`config.mk`:
```
export PLATFORM = sky130hd
export DESIGN_NAME = rr_thermo_arbiter
export DESIGN_NICKNAME = d
export VERILOG_FILES = /design/src/rtl/rr_thermo_arbiter.sv
export SDC_FILE = /design/constraint.sdc
export NUM_CORES = 1
export LEC_CHECK = 0
export CAP_MARGIN = 15
export CORE_MARGIN = 2
export CORE_UTILIZATION = 48
export CTS_CLUSTER_SIZE = 30
export DETAILED_ROUTE_END_ITERATION = 8
export PLACE_DENSITY = 0.76
export SLEW_MARGIN = 40
export SYNTH_ARGS = -nofsm -noshare
export SYNTH_HDL_FRONTEND = slang
export SYNTH_SLANG_ARGS = --single-unit
```
`constraint.sdc`:
```
create_clock -name clk -period 2.6 [get_ports clk]
set_input_delay 0.52 -clock clk [delete_from_list [all_inputs] [get_ports clk]]
set_output_delay 0.52 -clock clk [all_outputs]
set_load 0.02 [all_outputs]
```
`src/rtl/rr_thermo_arbiter.sv`:
```
// Round-robin, burst-locking arbiter: one downstream channel shared by NUM_REQ requesters.
// The grant is held from the first beat until the owner's last beat or the beat cap.
module rr_thermo_arbiter #(
  parameter int unsigned NUM_REQ   = 4,
  parameter int unsigned MAX_BEATS = 16,
  parameter int unsigned CNT_W     = (MAX_BEATS > 0) ? $clog2(MAX_BEATS + 1) : 1
) (
  input  logic                       clk,
  input  logic                       rst_n,
  input  logic [NUM_REQ-1:0]         req,
  input  logic [NUM_REQ-1:0]         req_last,
  input  logic                       out_ready,
  output logic [NUM_REQ-1:0]         grant,
  output logic                       grant_valid,
  output logic [$clog2(NUM_REQ)-1:0] grant_idx,
  output logic                       xfer,
  output logic                       proto_err
);

  localparam int unsigned IdxW = $clog2(NUM_REQ);

  typedef enum logic [0:0] {StIdle, StLocked} state_e;

  state_e             st_q, st_d;
  logic [NUM_REQ-1:0] grant_q, grant_d;
  logic [NUM_REQ-1:0] last_q, last_d;
  logic [CNT_W-1:0]   cnt_q, cnt_d;
  logic               err_q, err_d;

  logic [NUM_REQ-1:0] ptr, hi_mask, masked, cand, winner;
  logic               owner_req, cap_hit, rel;

  // Prefix-OR: every bit at and above the lowest set bit.
  function automatic logic [NUM_REQ-1:0] thermo(input logic [NUM_REQ-1:0] x);
    logic [NUM_REQ-1:0] t;
    t[0] = x[0];
    for (int i = 1; i < NUM_REQ; i++) begin
      t[i] = t[i-1] | x[i];
    end
    return t;
  endfunction

  assign grant       = grant_q;
  assign grant_valid = |grant_q;
  assign proto_err   = err_q;
  assign owner_req   = |(req & grant_q);
  assign xfer        = grant_valid & out_ready & owner_req;

  always_comb begin
    grant_idx = '0;
    for (int i = 0; i < NUM_REQ; i++) begin
      if (grant_q[i]) grant_idx = grant_idx | IdxW'(i);
    end
  end

  always_comb begin
    cap_hit = (MAX_BEATS != 0) && (cnt_q == CNT_W'(MAX_BEATS - 1));
    rel     = xfer & ((|(req_last & grant_q)) | cap_hit);
    // On release the pointer moves to the current owner before re-arbitrating.
    ptr     = rel ? grant_q : last_q;
    hi_mask = thermo(ptr << 1);
    masked  = req & hi_mask;
    cand    = (|masked) ? masked : req;
    winner  = cand & ~(thermo(cand) << 1);
  end

  always_comb begin
    st_d    = st_q;
    grant_d = grant_q;
    last_d  = last_q;
    cnt_d   = cnt_q;
    err_d   = err_q;
    case (st_q)
      StIdle: begin
        if (|req) begin
          grant_d = winner;
          st_d    = StLocked;
          cnt_d   = '0;
        end
      end
      StLocked: begin
        if (!owner_req) err_d = 1'b1;
        if (rel) begin
          last_d = grant_q;
          cnt_d  = '0;
          if (|req) begin
            grant_d = winner;
          end else begin
            grant_d = '0;
            st_d    = StIdle;
          end
        end else if (xfer) begin
          cnt_d = cnt_q + 1'b1;
        end
      end
      default: begin
        st_d    = StIdle;
        grant_d = '0;
      end
    endcase
  end

  always_ff @(posedge clk) begin
    if (!rst_n) begin
      st_q    <= StIdle;
      grant_q <= '0;
      last_q  <= {1'b1, {(NUM_REQ-1){1'b0}}};
      cnt_q   <= '0;
      err_q   <= 1'b0;
    end else begin
      st_q    <= st_d;
      grant_q <= grant_d;
      last_q  <= last_d;
      cnt_q   <= cnt_d;
      err_q   <= err_d;
    end
  end

  grant_onehot: assert property (@(posedge clk) disable iff (!rst_n) $onehot0(grant_q));

endmodule

```
==> impl_results.md, run 1 <==
* Sum of net half-perimeters after detailed placement at 1.587 mm
* Max Cap Violations at 0
* Worst IR drop on VDD at 0.3106 mV
* Unique masters post-synth at 45
* Clock tree root driver cell: sky130_fd_sc_hd__clkbuf_4
* Power density of the placed cells at 384.0 mW/mm^2
* Data arrival at the endpoint of the critical path at 1990 ps
* Height of the die at 46.50 um
* Number of hold-slack violations in the final timing report at 0
* Share of the cycle needed by the critical path after routing at 96.37%
* Layout cell share with drive strength beyond 1 at 17.05%
* Outcome: finished, final reports clean
* Area added between synthesis and finish at 32.61%
* Number of antenna violations at the first check in global routing at 0
* H-tree levels at 1
* Cell accounting for the most synthesized area: sky130_fd_sc_hd__dfxtp_1
* Critical path peak fanout at 3
* List of cells traversed by the critical path: clkdlybuf4s50_1 > a22o_2 > o21bai_4 > inv_1 > clkdlybuf4s50_1
* Worst path required time at 2080 ps
* Vias in the first global route at 735
* Synthesis warning total at 0
* Number of antenna diodes at 0
* Number of buffers inserted by hold repair at cts at 0
* Die width at 46.50 um
* Maximum frequency from static timing analysis at 0.3991 GHz
* Main flop type after synthesis: sky130_fd_sc_hd__dfxtp_1
* Headroom to the max-slew limit at 65.43%
* Hold path cells at 2
* Number of nets produced by synthesis at 116
* DRC errors left at 0
* Synthesized flop and latch total at 14
* Worst Clk Skew at 1.266 ps
* Post-detailed-route wirelength per cell at 13.58 um
* Slew at the pin closest to its max-slew limit at 513.8 ps
* Count of fill cells added during filler insertion at 139
* Total routing resource utilization after global routing at 21.43%
* Max-slew violation count at 0
* Ports placed on the boundary at 20
* Net count, final at 144
* TritonCTS clock tree: yes
* # clock sinks at 14
* Routed via count at 859
* Count of flip-flops with a built-in enable after synthesis at 0
* Starting utilization of the core area at 50.77%
* Vias per std cell at 5.578
* Pre-CTS WS at -76.97 ps
* Total CTS buffers at 3
* Post-Synthesis Cell Area at 867.1 um^2
* Worst r2r path cells at 10
* Pleak at 0.4674 nW
* Post-synthesis sequential area ratio at 32.32%
* Average cell area after synthesis at 8.418 um^2
* Worst-case clock buffer depth at 2
* Core ar. at 0.001708 mm^2
* Number of routed nets with antenna violations at 0
* Row Count at 15
* Fraction of registers with async set or reset after synthesis at 0%
* Top cells by area, synth: sky130_fd_sc_hd__dfxtp_1 (32%), sky130_fd_sc_hd__nand2_1 (5.6%), sky130_fd_sc_hd__nor2_1 (4.3%)
* Cell with the largest stage delay on the worst path: sky130_fd_sc_hd__clkdlybuf4s50_1
* Unrepaired setup endpoints after global routing: false
* Endpoint type of the worst setup path: output pin
* Most common cell on crit path: sky130_fd_sc_hd__clkdlybuf4s50_1
* Worst setup slack after layout at 94.36 ps
* Critical register-to-register path endpoint: grant[3]
* Maximum cell stage delay along the critical path at 530 ps
* Launch point of the worst hold path: last_q[2]
* Setup tns final at 0 ps
* Mapped Cells at 103
* Reg2Reg Launch Point: cnt_q[0]
* Number of detailed-route iterations in the first pass at 4
* Kind of critical path: primary input to output pin
* Hold Worst Slack at 486.8 ps
* Min Clock Period, post-route at 2506 ps
* Clock transition time at the flip-flop clock pins of the worst setup and hold paths at 80 ps
* Path type of the worst min-delay path: flip-flop to flip-flop
* Insertion delay to the later sink of the worst-skew pair at 270 ps
* Setup fix buffers added after clock tree synthesis at 0
* Largest net degree at the start of global routing at 15
* Number of gates resized after cts at 0
* Number of buffer cells added on primary ports at 19
* Reg2Reg Setup Slack at 170 ps
* Routability-driven placement congestion ratio at 0.8675
* Total wire length at 2.092 mm
* Endpoint with the worst hold slack: last_q[2]
* Die Outline Area at 0.002162 mm^2
* Global-route wire length before repair at 3.236 mm
* Number of DRC markers in iteration 0 at 43
* Final number of setup-violating endpoints at 0
* Remaining Overflow, GRT at 0
* Startpoint types: primary input
* Top cell type's share of synthesized area at 32.32%
## per-layer routing
metal / vias up / part of all wire (%) / wire length, um / global-route usage, %
li1: 428 / - / - / -
met5: - / 0 / 0 / 0
met4: 0 / 0.62 / 13 / 7.429
met1: 407 / 45 / 946 / 26.37
met2: 22 / 49 / 1025 / 37.78
met3: 2 / 5.1 / 106 / 2.745
## worst max-delay path by stage
| stage | depth (start not counted) | slack (ps) | start | endpoint |
|---|---|---|---|---|
| 2_1_floorplan | 11 | 430 | cnt_q[0] | grant[3] |
| 3_3_place_gp | 8 | -40 | req[0] | grant[3] |
| 3_5_place_dp | 8 | -80 | req[0] | grant[3] |
| 4_1_cts | 5 | 80 | req[0] | xfer |
| 5_1_grt | 10 | 20 | cnt_q[0] | grant[3] |
| 6_report | 5 | 90 | req[0] | xfer |
## stage by stage
step / cells / instance area [um^2] / total power (W) / utilization, %
after floorplan: 103 / 867.1 / 0.0002751 / -
after global placement: 151 / 1127 / 0.0003230 / 66.01
final: 154 / 1150 / 0.0004415 / 67.33
after global routing: 154 / 1150 / 0.0004650 / 67.33
after detailed placement: 151 / 1127 / 0.0003240 / 66.01
after CTS: 154 / 1150 / 0.0004498 / 67.33
## sequential cells by signal (all words and copies together), names as in the netlist
signal     count
cnt_q          5
grant          4
last_q         3
proto_err      1
st_q           1
## worst max-delay path, delay by kind of cell
kind                   cells  cell delay (ps)
buffers and inverters      3             1000
AOI/OAI and AO/OA          2              460
## power breakdown
part           internal, W  switching, W
Combinational    0.0000493     0.0000411
Sequential        0.000219    0.00000956
Clock            0.0000537     0.0000686
## kinds of logic (layout without fill, tap and decap cells)
logic type               Yosys count  in the layout  synth area share, %
AO/OA/AOI/OAI                     26             26                25.25
multiplexers                       4              4                6.205
XOR/XNOR                           2              2                2.021
adder cells (fa/ha/maj)            2              2                2.886
flip-flops                        14             14                32.32
buffers and inverters             10             36                5.483
AND/OR/NAND/NOR                   45             45                25.83
## cells in the final DEF (no fill, tap or decap), types with 2 or more instances in the layout
cell | synthesis | routed
sky130_fd_sc_hd__a21boi_0 | 4 | 4
sky130_fd_sc_hd__a21oi_1 | 3 | 3
sky130_fd_sc_hd__buf_4 | 0 | 9
sky130_fd_sc_hd__clkbuf_4 | 0 | 3
sky130_fd_sc_hd__clkdlybuf4s50_1 | 0 | 19
sky130_fd_sc_hd__dfxtp_1 | 14 | 14
sky130_fd_sc_hd__ha_1 | 2 | 2
sky130_fd_sc_hd__inv_1 | 5 | 5
sky130_fd_sc_hd__mux2i_1 | 2 | 2
sky130_fd_sc_hd__nand2_1 | 13 | 13
sky130_fd_sc_hd__nand3_1 | 5 | 5
sky130_fd_sc_hd__nand4_1 | 3 | 3
sky130_fd_sc_hd__nor2_1 | 10 | 10
sky130_fd_sc_hd__nor2b_1 | 2 | 2
sky130_fd_sc_hd__nor4_1 | 2 | 2
sky130_fd_sc_hd__o211a_1 | 2 | 2
sky130_fd_sc_hd__o21ai_0 | 2 | 2
sky130_fd_sc_hd__o22ai_2 | 2 | 2
sky130_fd_sc_hd__xor2_1 | 2 | 2
## cell usage after synthesis, types with 2 or more instances
cell,number
sky130_fd_sc_hd__a21boi_0,4
sky130_fd_sc_hd__a21oi_1,3
sky130_fd_sc_hd__clkbuf_1,2
sky130_fd_sc_hd__dfxtp_1,14
sky130_fd_sc_hd__ha_1,2
sky130_fd_sc_hd__inv_1,5
sky130_fd_sc_hd__mux2i_1,2
sky130_fd_sc_hd__nand2_1,13
sky130_fd_sc_hd__nand3_1,5
sky130_fd_sc_hd__nand4_1,3
sky130_fd_sc_hd__nor2_1,10
sky130_fd_sc_hd__nor2b_1,2
sky130_fd_sc_hd__nor4_1,2
sky130_fd_sc_hd__o211a_1,2
sky130_fd_sc_hd__o21ai_0,2
sky130_fd_sc_hd__o22ai_2,2
sky130_fd_sc_hd__xor2_1,2
## final cells by class
class / count / area (um^2) / share of cell area, %
multi-input combinational: 79 / 539.3 / 46.90
tap: 25 / 31.28 / 2.720
clock buffer: 3 / 22.52 / 1.959
sequential: 14 / 280.3 / 24.37
inverter: 5 / 18.77 / 1.632
timing repair buffer: 28 / 257.7 / 22.42
(Power assumes the default switching activity.)
==> inputs of run 2 (changes only) <==
- HOLD_SLACK_MARGIN: not set -> 0.15
==> results of run 2 <==
Final layout, timing and power as in run 1 (identical DEF).
